### config.mk
export PLATFORM = sky130hd
export DESIGN_NAME = wb_mem_seq
export DESIGN_NICKNAME = d
export VERILOG_FILES = /design/src/rtl/wb_mem_seq.sv
export SDC_FILE = /design/constraint.sdc
export NUM_CORES = 1
export LEC_CHECK = 0
export CORE_MARGIN = 5
export CORE_UTILIZATION = 48
export CTS_CLUSTER_DIAMETER = 30
export DETAILED_ROUTE_END_ITERATION = 12
export GPL_ROUTABILITY_DRIVEN = 0
export GPL_TIMING_DRIVEN = 0
export PLACE_DENSITY = 0.79
export SYNTH_ARGS = -nofsm -noshare
export SYNTH_HDL_FRONTEND = slang
export SYNTH_SLANG_ARGS = --single-unit
### constraint.sdc
create_clock -name clk -period 16.15 [get_ports clk]
set_input_delay 2.4225 -clock clk [delete_from_list [all_inputs] [get_ports clk]]
set_output_delay 2.4225 -clock clk [all_outputs]
set_load 0.02 [all_outputs]
### src/rtl/wb_mem_seq.sv
// Write-back memory sequencer: serialises the memory-bound destinations of one retiring
// instruction into single writes. Optional stall counter enabled by WB_MEM_SEQ_FULLCNT_EN.
module wb_mem_seq #(
    parameter int unsigned NUM_DEST  = 4,
    parameter int unsigned CNT_WIDTH = 16
) (
    input  logic                 clk,
    input  logic                 clr,
    input  logic                 valid_in,
    input  logic [63:0]          res1,
    input  logic [63:0]          res2,
    input  logic [63:0]          res3,
    input  logic [63:0]          res4,
    input  logic [31:0]          dest1_addr,
    input  logic [31:0]          dest2_addr,
    input  logic [31:0]          dest3_addr,
    input  logic [31:0]          dest4_addr,
    input  logic                 dest1_is_mem,
    input  logic                 dest2_is_mem,
    input  logic                 dest3_is_mem,
    input  logic                 dest4_is_mem,
    input  logic [1:0]           opsize_in,
    input  logic [6:0]           inst_ptcid_in,
    input  logic                 wbaq_isfull,
    output logic [63:0]          wb_memdata,
    output logic [31:0]          wb_memaddr,
    output logic [1:0]           wb_size,
    output logic                 wb_valid,
    output logic [6:0]           wb_ptcid,
    output logic                 stall_out,
    output logic                 busy,
    output logic [CNT_WIDTH-1:0] full_cycles
);

    typedef enum logic [0:0] {StIdle, StIssue} state_e;

    state_e                        state_q, state_d;
    logic [NUM_DEST-1:0]           mask_q, mask_d;
    logic [NUM_DEST-1:0][63:0]     data_q, data_d;
    logic [NUM_DEST-1:0][31:0]     addr_q, addr_d;
    logic [1:0]                    size_q, size_d;
    logic [6:0]                    ptcid_q, ptcid_d;

    logic [1:0] sel_idx;
    logic       one_left;
    logic       last;
    logic       accept;

    // Slot 1 has highest priority: scan downwards so the lowest set bit wins.
    always_comb begin
        sel_idx = 2'd0;
        for (int i = NUM_DEST - 1; i >= 0; i--) begin
            if (mask_q[i]) sel_idx = 2'(i);
        end
    end

    assign one_left  = (mask_q != '0) &&
                       ((mask_q & (mask_q - {{(NUM_DEST-1){1'b0}}, 1'b1})) == '0);
    assign busy      = (state_q == StIssue);
    assign wb_valid  = busy & ~wbaq_isfull;
    assign last      = wb_valid & one_left;
    assign stall_out = busy & ~last;
    assign accept    = valid_in & ~stall_out;

    assign wb_memdata = busy ? data_q[sel_idx] : '0;
    assign wb_memaddr = busy ? addr_q[sel_idx] : '0;
    assign wb_size    = busy ? size_q : '0;
    assign wb_ptcid   = busy ? ptcid_q : '0;

    always_comb begin
        state_d = state_q;
        mask_d  = mask_q;
        data_d  = data_q;
        addr_d  = addr_q;
        size_d  = size_q;
        ptcid_d = ptcid_q;
        if (wb_valid) begin
            mask_d[sel_idx] = 1'b0;
            if (last) state_d = StIdle;
        end
        // A new instruction taken alongside the final write replaces the emptied mask.
        if (accept) begin
            data_d  = {res4, res3, res2, res1};
            addr_d  = {dest4_addr, dest3_addr, dest2_addr, dest1_addr};
            size_d  = opsize_in;
            ptcid_d = inst_ptcid_in;
            mask_d  = {dest4_is_mem, dest3_is_mem, dest2_is_mem, dest1_is_mem};
            state_d = (mask_d != '0) ? StIssue : StIdle;
        end
    end

    always_ff @(posedge clk or posedge clr) begin
        if (clr) begin
            state_q <= StIdle;
            mask_q  <= '0;
            data_q  <= '0;
            addr_q  <= '0;
            size_q  <= '0;
            ptcid_q <= '0;
        end else begin
            state_q <= state_d;
            mask_q  <= mask_d;
            data_q  <= data_d;
            addr_q  <= addr_d;
            size_q  <= size_d;
            ptcid_q <= ptcid_d;
        end
    end

`ifdef WB_MEM_SEQ_FULLCNT_EN
    logic [CNT_WIDTH-1:0] cnt_q, cnt_d;

    always_comb begin
        cnt_d = cnt_q;
        if (busy && wbaq_isfull && (cnt_q != '1)) cnt_d = cnt_q + CNT_WIDTH'(1);
    end

    always_ff @(posedge clk or posedge clr) begin
        if (clr) cnt_q <= '0;
        else     cnt_q <= cnt_d;
    end

    assign full_cycles = cnt_q;
`else
    assign full_cycles = '0;
`endif

endmodule

==> results of run 1 <==
==> stage by stage <==
step | TNS [ps] | cell area [µm²] | hold WS [ps] | worst slack, ps | power, mW
5_1_grt | 0 | 27200 | 505 | 9250 | 7.40
2_1_floorplan | 0 | 18100 | 464 | 2660 | 3.82
3_5_place_dp | 0 | 23900 | 481 | 9330 | 5.13
3_3_place_gp | -790880 | 23800 | 474 | -2030 | 5.04
4_1_cts | 0 | 27200 | 491 | 9330 | 7.10
6_report | 0 | 27200 | 488 | 9320 | 7.08
==> registers in the layout, summed over array words and instances (netlist names) <==
register  flops
mask_q        4
ptcid_q       7
busy          1
addr_q      128
size_q        2
data_q      256
==> layout make-up <==
type | count | area, µm² | share of cell area (%)
inverter | 2 | 15.0 | 0.0552
clock inverter | 51 | 609 | 2.24
clock buffer | 123 | 2640 | 9.71
tap | 511 | 639 | 2.35
antenna | 12 | 30.0 | 0.110
sequential | 398 | 9960 | 36.6
buffer | 122 | 856 | 3.14
timing repair buffer | 510 | 5160 | 18.9
multi-input combinational | 845 | 7310 | 26.9
==> layout by cell type (no fill, tap or decap), types with 2 or more instances in the layout <==
cell	Yosys	final
nor2_1	54	54
clkinv_4	0	11
clkbuf_1	43	56
nand2b_1	2	2
o21ai_0	5	5
dfrtp_1	398	398
mux2_2	362	362
mux2_1	32	32
nand2_1	60	60
nor2b_1	3	3
diode_2	0	12
clkinvlp_4	0	7
inv_6	0	9
mux2i_1	96	96
buf_16	0	3
a21oi_1	53	53
clkinv_2	0	13
buf_2	12	12
clkbuf_8	0	14
buf_4	20	20
bufinv_16	0	10
o22ai_1	99	99
clkbuf_16	0	96
clkdlybuf4s50_1	0	507
conb_1	1	16
buf_1	6	6
buf_6	41	41
and2_1	9	9
a22oi_1	44	44
==> worst reg2reg max path, delay by kind of cell, from the launching register on <==
kind	cells	cell delay (ps)
DFF	1	370
buffers and inverters	3	1640
AOI/OAI and AO/OA	2	370
==> metal layers <==
layer	up-vias	routed length, µm	track usage (%)
met2	581	31500	50.5
met5	-	7	0
met1	7310	24000	34.9
met3	108	4560	7.57
li1	6183	-	-
met4	2	2060	11.7
==> path summary, 6_finish.rpt <==
path,slack [ps],endpoint,cells after the start,start
worst min-delay path,490,addr_q[50],1,addr_q[50]
worst max-delay path,9320,stall_out,5,wbaq_isfull
worst min register to register,490,addr_q[50],1,addr_q[50]
worst max register to register,13690,mask_q[3],5,mask_q[2]
min in group asynchronous,2290,data_q[15],2,clr
max in group asynchronous,12410,data_q[186],4,clr
==> power by group through the flow <==
stage	Combinational, mW	Clock [mW]	Sequential, mW
floorplan	2.10	0	1.71
detailed placement	3.32	0	1.80
CTS	3.36	1.93	1.80
global route	3.55	1.99	1.86
finish	3.36	1.91	1.81
global placement	3.27	0	1.78
==> cell families (layout without fill, tap and decap cells) <==
kind of cell / after synthesis / after routing / share of synthesized area, %
other cells: 1 / 28 / 0.0207
buf+inv: 124 / 808 / 4.78
flops: 398 / 398 / 55.1
simple gates: 130 / 130 / 2.93
mux: 490 / 490 / 29.9
compound gates: 208 / 208 / 7.27
xor+xnor: 1 / 1 / 0.0485
==> flow_summary.yaml, run 1 <==
synth:
  synth_edf_count: 0
  synth-seq-cells: 398
  yosysTopAreaCell: "dfrtp_1"
  synth_most_common_cell: "dfrtp_1"
  synth_common_cells: "398 x dfrtp_1, 362 x mux2_2, 99 x o22ai_1, 96 x mux2i_1, 60 x nand2_1"
  synthCells: 1352
  ys.flop_type: "dfrtp_1"
  syn_area_mm2: 0.0181
  yosysUniqueCellTypes: 30
  ys_top_cells_by_area: "dfrtp_1 55%, mux2_2 23%, mux2i_1 5.3%"
  synthArstFlopShare_pct: 100
  yosysWarnings: 0
  synth_top_area_share_pct: 55.1
  postSynthAreaPerCell_um2: 13.4
  ys_seq_area_share_pct: 55.1
pwr:
  comb_power_share_pct: 47.4
  pwr-share-clk_pct: 27.0
  cellLeakagePower_nw: 11.8
  p_sw_share_pct: 36.7
  power_switching_mw: 2.60
  ir_drop_uv: 148
  internal-power_mw: 4.48
  power.density_mw_per_mm2: 260
  pwr-share-seq_pct: 25.5
detailed_routing:
  drc: 0
  dr_total_vias: 14184
  via_per_inst: 5.51
  wl_per_cell_um: 24.1
  first_pass_iters: 7
  antenna_left: 0
  drt_iter0_drc: 717
  totalWireLength_um: 62100
cells_and_area:
  final_nets: 2374
  drive_gt1_share_pct: 29.4
  syn_to_final_growth_pct: 50.6
  final_core_util_pct: 72.8
  fin_cells: 2574
  fill_cells: 2563
clock_tree:
  clk_latency_ps: 600
  cts_max_path_buffers: 3
  clk_pin_slew_worst_paths_ps: 40
  clock-sinks: 398
  cts_root_buf: "clkbuf_16"
  cts_tree: "done"
  post_cts_buffers: 0
  cts_resized: 0
  cts_hold_buffers: 0
  htreeDepth: 3
  cts_buffers: 94
critical_path:
  critical_path.slowest_cell: "clkdlybuf4s50_1"
  crit_family: "buffers and inverters"
  crit_buf_inv: 2
  crit_path_max_incr_delay_ps: 730
  critPathCaptureType: "primary output"
  path_max_fanout: 6
  crit_type: "in2out"
  cp_common_cell: "clkdlybuf4s50_1"
  crit_arrival_ps: 4410
  cp_cell_sequence: "clkdlybuf4s50_1, nor4b_1, mux2_2, nor2_1, clkdlybuf4s50_1"
  worstPathRequired_ps: 13730
  cp-start-kind: "input port"
timing:
  post-route-period-util_pct: 42.3
  slew_viol_final: 0
  finalSetupViolations: 0
  worst_slew_pin_slew_ps: 918
  slew_headroom_pct: 38.8
  fin_crit_ps: 6830
  clock_skew_ps: 25.9
  rsz0062_at_grt: "no"
  hold_viol: 0
  maxClockFrequency_ghz: 0.146
global_routing:
  grtUsageTotal_pct: 29.2
  grt_max_degree: 127
  grt_pass1_wl_um: 93000
  grt_pass1_vias: 15657
  antenna_found_initial: 12
  overflow: 0
floorplanning:
  fp.dieW_um: 204
  placementRows: 71
  core-area_mm2: 0.0374
  io_pins: 525
  design.die.area_mm2: 0.0416
  chipHeight_um: 204
  initial_core_util_pct: 48.3
placed_design:
  port_buffers: 507
  detailed_place_hpwl_um: 44900
  dp_cells: 2388
job:
  max-cap-violations: 0
run_status:
  outcome: "completed"
worst_hold_path:
  hp-class: "reg2reg"
Power figures use the tool's default switching activity.
==> run 2: changes to the inputs <==
==> constraint.sdc (replaced) <==
create_clock -name clk -period 6.8 [get_ports clk]
set_input_delay 1.02 -clock clk [delete_from_list [all_inputs] [get_ports clk]]
set_output_delay 1.02 -clock clk [all_outputs]
set_load 0.02 [all_outputs]
==> run 2 against run 1 <==
Against the previous run: worst setup slack worse by 7300 ps; worst hold slack better by 0.56 ps; clock skew is 6.5 ps lower; die area stayed put; combinational power is 140% higher; wire length is 0.39% higher; design area is 0.40% lower; first-iteration DRC count is 3.2% lower; register-to-register slack worse by 9400 ps; largest cell class unchanged.
==> flow_summary.yaml, run 2 (synthesized netlist as in run 1, its figures left out) <==
global_routing:
  grtUsageTotal_pct: 29.2
  antenna_found_initial: 14
  grt_pass1_wl_um: 93300
  grt_pass1_vias: 15657
  grt_max_degree: 43
  overflow: 0
detailed_routing:
  first_pass_iters: 5
  drt_iter0_drc: 694
  totalWireLength_um: 62300
  drc: 0
  antenna_left: 0
  via_per_inst: 5.48
  dr_total_vias: 14064
  wl_per_cell_um: 24.3
critical_path:
  crit_path_max_incr_delay_ps: 690
  crit_type: "reg2out"
  cp_common_cell: "clkbuf_1"
  crit_family: "buffers and inverters"
  reg2reg_depth: 5
  worstPathRequired_ps: 5780
  critical_path.slowest_cell: "clkbuf_1"
  critPathCaptureType: "primary output"
  cp.depth: 6
  cp_cell_sequence: "buf_2, clkbuf_1, clkbuf_1, a22oi_1, o22ai_1, clkdlybuf4s50_1"
  crit_arrival_ps: 3750
  cp-start-kind: "flip-flop"
  path_max_fanout: 10
  crit_buf_inv: 4
timing:
  slew_viol_final: 0
  worst_slew_pin_slew_ps: 864
  maxClockFrequency_ghz: 0.209
  hold_viol: 0
  rsz0062_at_grt: "no"
  fin_crit_ps: 4770
  post-route-period-util_pct: 70.2
  fin_ws_ps: 2030
  slew_headroom_pct: 42.3
  whs_ps: 489
  finalSetupViolations: 0
  setup_tns_ps: 0
  clock_skew_ps: 19.4
floorplanning:
  design.die.area_mm2: 0.0416
  io_pins: 525
  initial_core_util_pct: 48.3
  core-area_mm2: 0.0374
  chipHeight_um: 204
  placementRows: 71
  fp.dieW_um: 204
pwr:
  power.density_mw_per_mm2: 611
  ir_drop_uv: 412
  cellLeakagePower_nw: 11.7
clock_tree:
  htreeDepth: 3
  clk_latency_ps: 580
  clk_pin_slew_worst_paths_ps: 50
  cts_hold_buffers: 0
  cts_root_buf: "clkbuf_16"
  cts_resized: 0
  clock-sinks: 398
  cts_tree: "done"
  cts_buffers: 86
  post_cts_buffers: 0
  cts_max_path_buffers: 3
cells_and_area:
  fin_cells: 2568
  final_nets: 2373
  final_common_cell: "clkdlybuf4s50_1"
  drive_gt1_share_pct: 29.1
  mostFrequentLayoutCells: "507 x clkdlybuf4s50_1, 398 x dfrtp_1, 362 x mux2_2, 99 x o22ai_1, 96 x mux2i_1"
  syn_to_final_growth_pct: 50.0
  largest_register_ffs: 256
  largest-register: "data_q"
  final_core_util_pct: 72.5
  largestRegisters: "data_q x256, addr_q x128, ptcid_q x7"
  multiInputGateArea_mm2: 0.00731
  fill_cells: 2479
  seq_area_mm2: 0.00996
run_status:
  outcome: "completed"
placed_design:
  dp_cells: 2395
  detailed_place_hpwl_um: 45700
  port_buffers: 507
  dpl_worst_slack_ps: 2590
job:
  max-cap-violations: 0
worst_hold_path:
  hp-class: "reg2reg"
  hold_depth: 1
==> run 2: changes by cell type in the layout (fill, tap and decap cells not counted), sizes merged <==
cell and change:
buf +7, clkbuf -9, clkinvlp +4, diode +1, inv -4, bufinv +2, clkinv -7
==> run 2: final cells by class <==
cell class	count	share of cell area [%]
flip-flops and latches	398	36.7
multi-input cells	845	27.0
repair buffers	517	19.5
clock buffers	114	9.00
plain buffers	122	3.16
well taps	511	2.36
clock inverters	46	2.16
diodes	13	0.120
inverters	2	0.0415
==> run 2: path summary, 6_finish.rpt <==
kind / start / to / slack, ps
setup / recovery: mask_q[2] / wb_memaddr[27] / 2030
hold / removal: addr_q[4] / addr_q[4] / 490
setup reg to reg: mask_q[2] / mask_q[3] / 4300
hold reg to reg: addr_q[4] / addr_q[4] / 490
max in group asynchronous: clr / addr_q[40] / 4320
min in group asynchronous: clr / data_q[167] / 960
==> run 2: report_power, final <==
| part | leakage, nW | internal [mW] | switching [mW] |
|---|---|---|---|
| Sequential | 4.69 | 3.62 | 0.663 |
| Combinational | 5.53 | 3.91 | 4.07 |
| Clock | 1.47 | 2.97 | 1.33 |
| Total | 11.7 | 10.5 | 6.07 |
==> run 2: per-layer routing <==
metal / part of all wire (%) / track usage, %
met1: 38 / 34.9
met2: 50 / 49.5
met3: 7.7 / 8.20
met4: 4.2 / 12.7
met5: 0.069 / 0
==> run 2: stage by stage <==
stage               power (mW)  area [µm²]
floorplan                 9.07       18100
global placement          12.0       23900
detailed placement        12.2       24100
CTS                       16.6       27100
global route              17.3       27100
finish                    16.6       27100
==> run 2: worst reg2reg max path: cells and delay by family, from the launching register on <==
kind	cells	cell delay (ps)
DFF	1	380
AOI/OAI and AO/OA	2	390
buffers and inverters	3	1650
==> run 3: changes to the inputs <==
==> constraint.sdc (replaced) <==
create_clock -name clk -period 4.4 [get_ports clk]
set_input_delay 0.66 -clock clk [delete_from_list [all_inputs] [get_ports clk]]
set_output_delay 0.66 -clock clk [all_outputs]
set_load 0.02 [all_outputs]
==> run 3 against run 2 <==
Against the previous run: non-clock buffer count down 1; sequential share of layout area about the same; sequential power up 55%; combinational power is 54% higher; wire length decreased by 0.16%; sequential cell count unchanged; total power grew 54%; final cell count hardly changed; critical endpoint is now wb_memdata[61]; largest power group unchanged.
==> flow_summary.yaml, run 3 (synthesized netlist as in run 1, its figures left out) <==
timing:
  slew_viol_final: 0
  slew_headroom_pct: 42.4
  maxClockFrequency_ghz: 0.237
  hold_viol: 0
  finalSetupViolations: 0
  clock_skew_ps: 19.7
  fin_crit_ps: 4220
  post-route-period-util_pct: 95.9
  rsz0062_at_grt: "no"
  worst_slew_pin_slew_ps: 862
floorplanning:
  initial_core_util_pct: 48.3
  placementRows: 71
  fp.dieW_um: 204
  chipHeight_um: 204
  core-area_mm2: 0.0374
  design.die.area_mm2: 0.0416
  io_pins: 525
cells_and_area:
  largest-register: "data_q"
  fin_cells: 2566
  syn_to_final_growth_pct: 49.9
  final_common_cell: "clkdlybuf4s50_1"
  largest_register_ffs: 256
  fill_cells: 2480
  final_nets: 2372
  largestRegisters: "data_q x256, addr_q x128, ptcid_q x7"
  mostFrequentLayoutCells: "507 x clkdlybuf4s50_1, 398 x dfrtp_1, 362 x mux2_2, 99 x o22ai_1, 96 x mux2i_1"
  drive_gt1_share_pct: 29.2
critical_path:
  cp-start-kind: "flip-flop"
  crit_arrival_ps: 3560
  worstPathRequired_ps: 3740
  cp_cell_sequence: "nor2b_1, buf_2, o21bai_1, buf_2, buf_2, buf_4, mux2i_1, o22ai_1, clkdlybuf4s50_1"
  crit_path_max_incr_delay_ps: 720
  critPathCaptureType: "primary output"
  crit_type: "reg2out"
  crit_family: "buffers and inverters"
  cp_common_cell: "buf_2"
  crit_buf_inv: 5
  critical_path.slowest_cell: "clkdlybuf4s50_1"
  rrSetupSlack_ps: 2100
  path_max_fanout: 10
detailed_routing:
  wl_per_cell_um: 24.2
  antenna_left: 0
  wl_met3_um: 4720
  drt_iter0_drc: 695
  drc: 0
  dr.max_layer_used: "met5"
  wl_met2_um: 31400
  met1_length_um: 23400
  totalWireLength_um: 62200
  dr_total_vias: 14057
  via_per_inst: 5.48
  first_pass_iters: 5
global_routing:
  grt_max_degree: 43
  grt_pass1_wl_um: 93300
  overflow: 0
  grt_pass1_vias: 15657
  grtUsageTotal_pct: 29.2
  antenna_found_initial: 14
clock_tree:
  cts_max_path_buffers: 3
  clk_pin_slew_worst_paths_ps: 50
  htreeDepth: 3
  cts_buffers: 86
  cts_tree: "done"
  cts_root_buf: "clkbuf_16"
  cts_hold_buffers: 0
  clk_latency_ps: 580
  clock-sinks: 398
pwr:
  ir_drop_uv: 637
  power.density_mw_per_mm2: 944
  power.total_mw: 25.6
  cellLeakagePower_nw: 11.7
job:
  max-cap-violations: 0
placed_design:
  detailed_place_hpwl_um: 45700
  port_buffers: 507
  dp_cells: 2395
run_status:
  outcome: "completed"
worst_hold_path:
  hp-class: "in2reg"
==> run 3: metal layers <==
metal	track usage, %	vias up
met1	34.9	7164
met3	8.20	141
li1	-	6162
met4	12.7	6
met2	49.5	584
met5	0	-
==> run 3: final cells by class <==
| class | count | area [µm²] | share of cell area (%) |
|---|---|---|---|
| diodes | 12 | 30.0 | 0.111 |
| flip-flops and latches | 398 | 9960 | 36.7 |
| clock buffers | 114 | 2440 | 9.01 |
| multi-input cells | 845 | 7310 | 27.0 |
| inverters | 2 | 11.3 | 0.0415 |
| plain buffers | 121 | 853 | 3.15 |
| clock inverters | 46 | 586 | 2.16 |
| repair buffers | 517 | 5280 | 19.5 |
| well taps | 511 | 639 | 2.36 |
==> run 3: path summary, 6_finish.rpt <==
check	startpoint	end	cells after the start
hold reg to reg	addr_q[4]	addr_q[4]	1
hold / removal	valid_in	mask_q[3]	3
setup / recovery	mask_q[3]	wb_memdata[61]	9
max in group asynchronous	clr	addr_q[40]	6
setup reg to reg	mask_q[0]	data_q[44]	7
min in group asynchronous	clr	data_q[167]	2
==> run 3: repair_timing <==
item	in CTS	in global routing
gates resized for setup	1	0
setup endpoints to repair	8	8
setup buffers	0	0
==> run 3: worst min-delay path: stages <==
cell and delay, ps:
clkbuf_1 180, nand2_1 110, o22ai_1 70
==> run 3: power breakdown <==
group	switching, mW	internal (mW)
registers	1.03	5.60
logic	6.27	6.04
clock network	2.06	4.59
==> run 3: stage by stage <==
stage	utilization, %	hold WS [ps]	setup TNS, ps	setup slack [ps]	instance area (µm²)
finish	72.5	476	0	180	27100
global route	72.5	500	0	47.4	27100
CTS	72.4	457	0	89.6	27100
detailed placement	64.3	483	0	546	24100
global placement	63.8	473	-1681160	-4280	23900
floorplan	-	464	-643880	-1620	18100
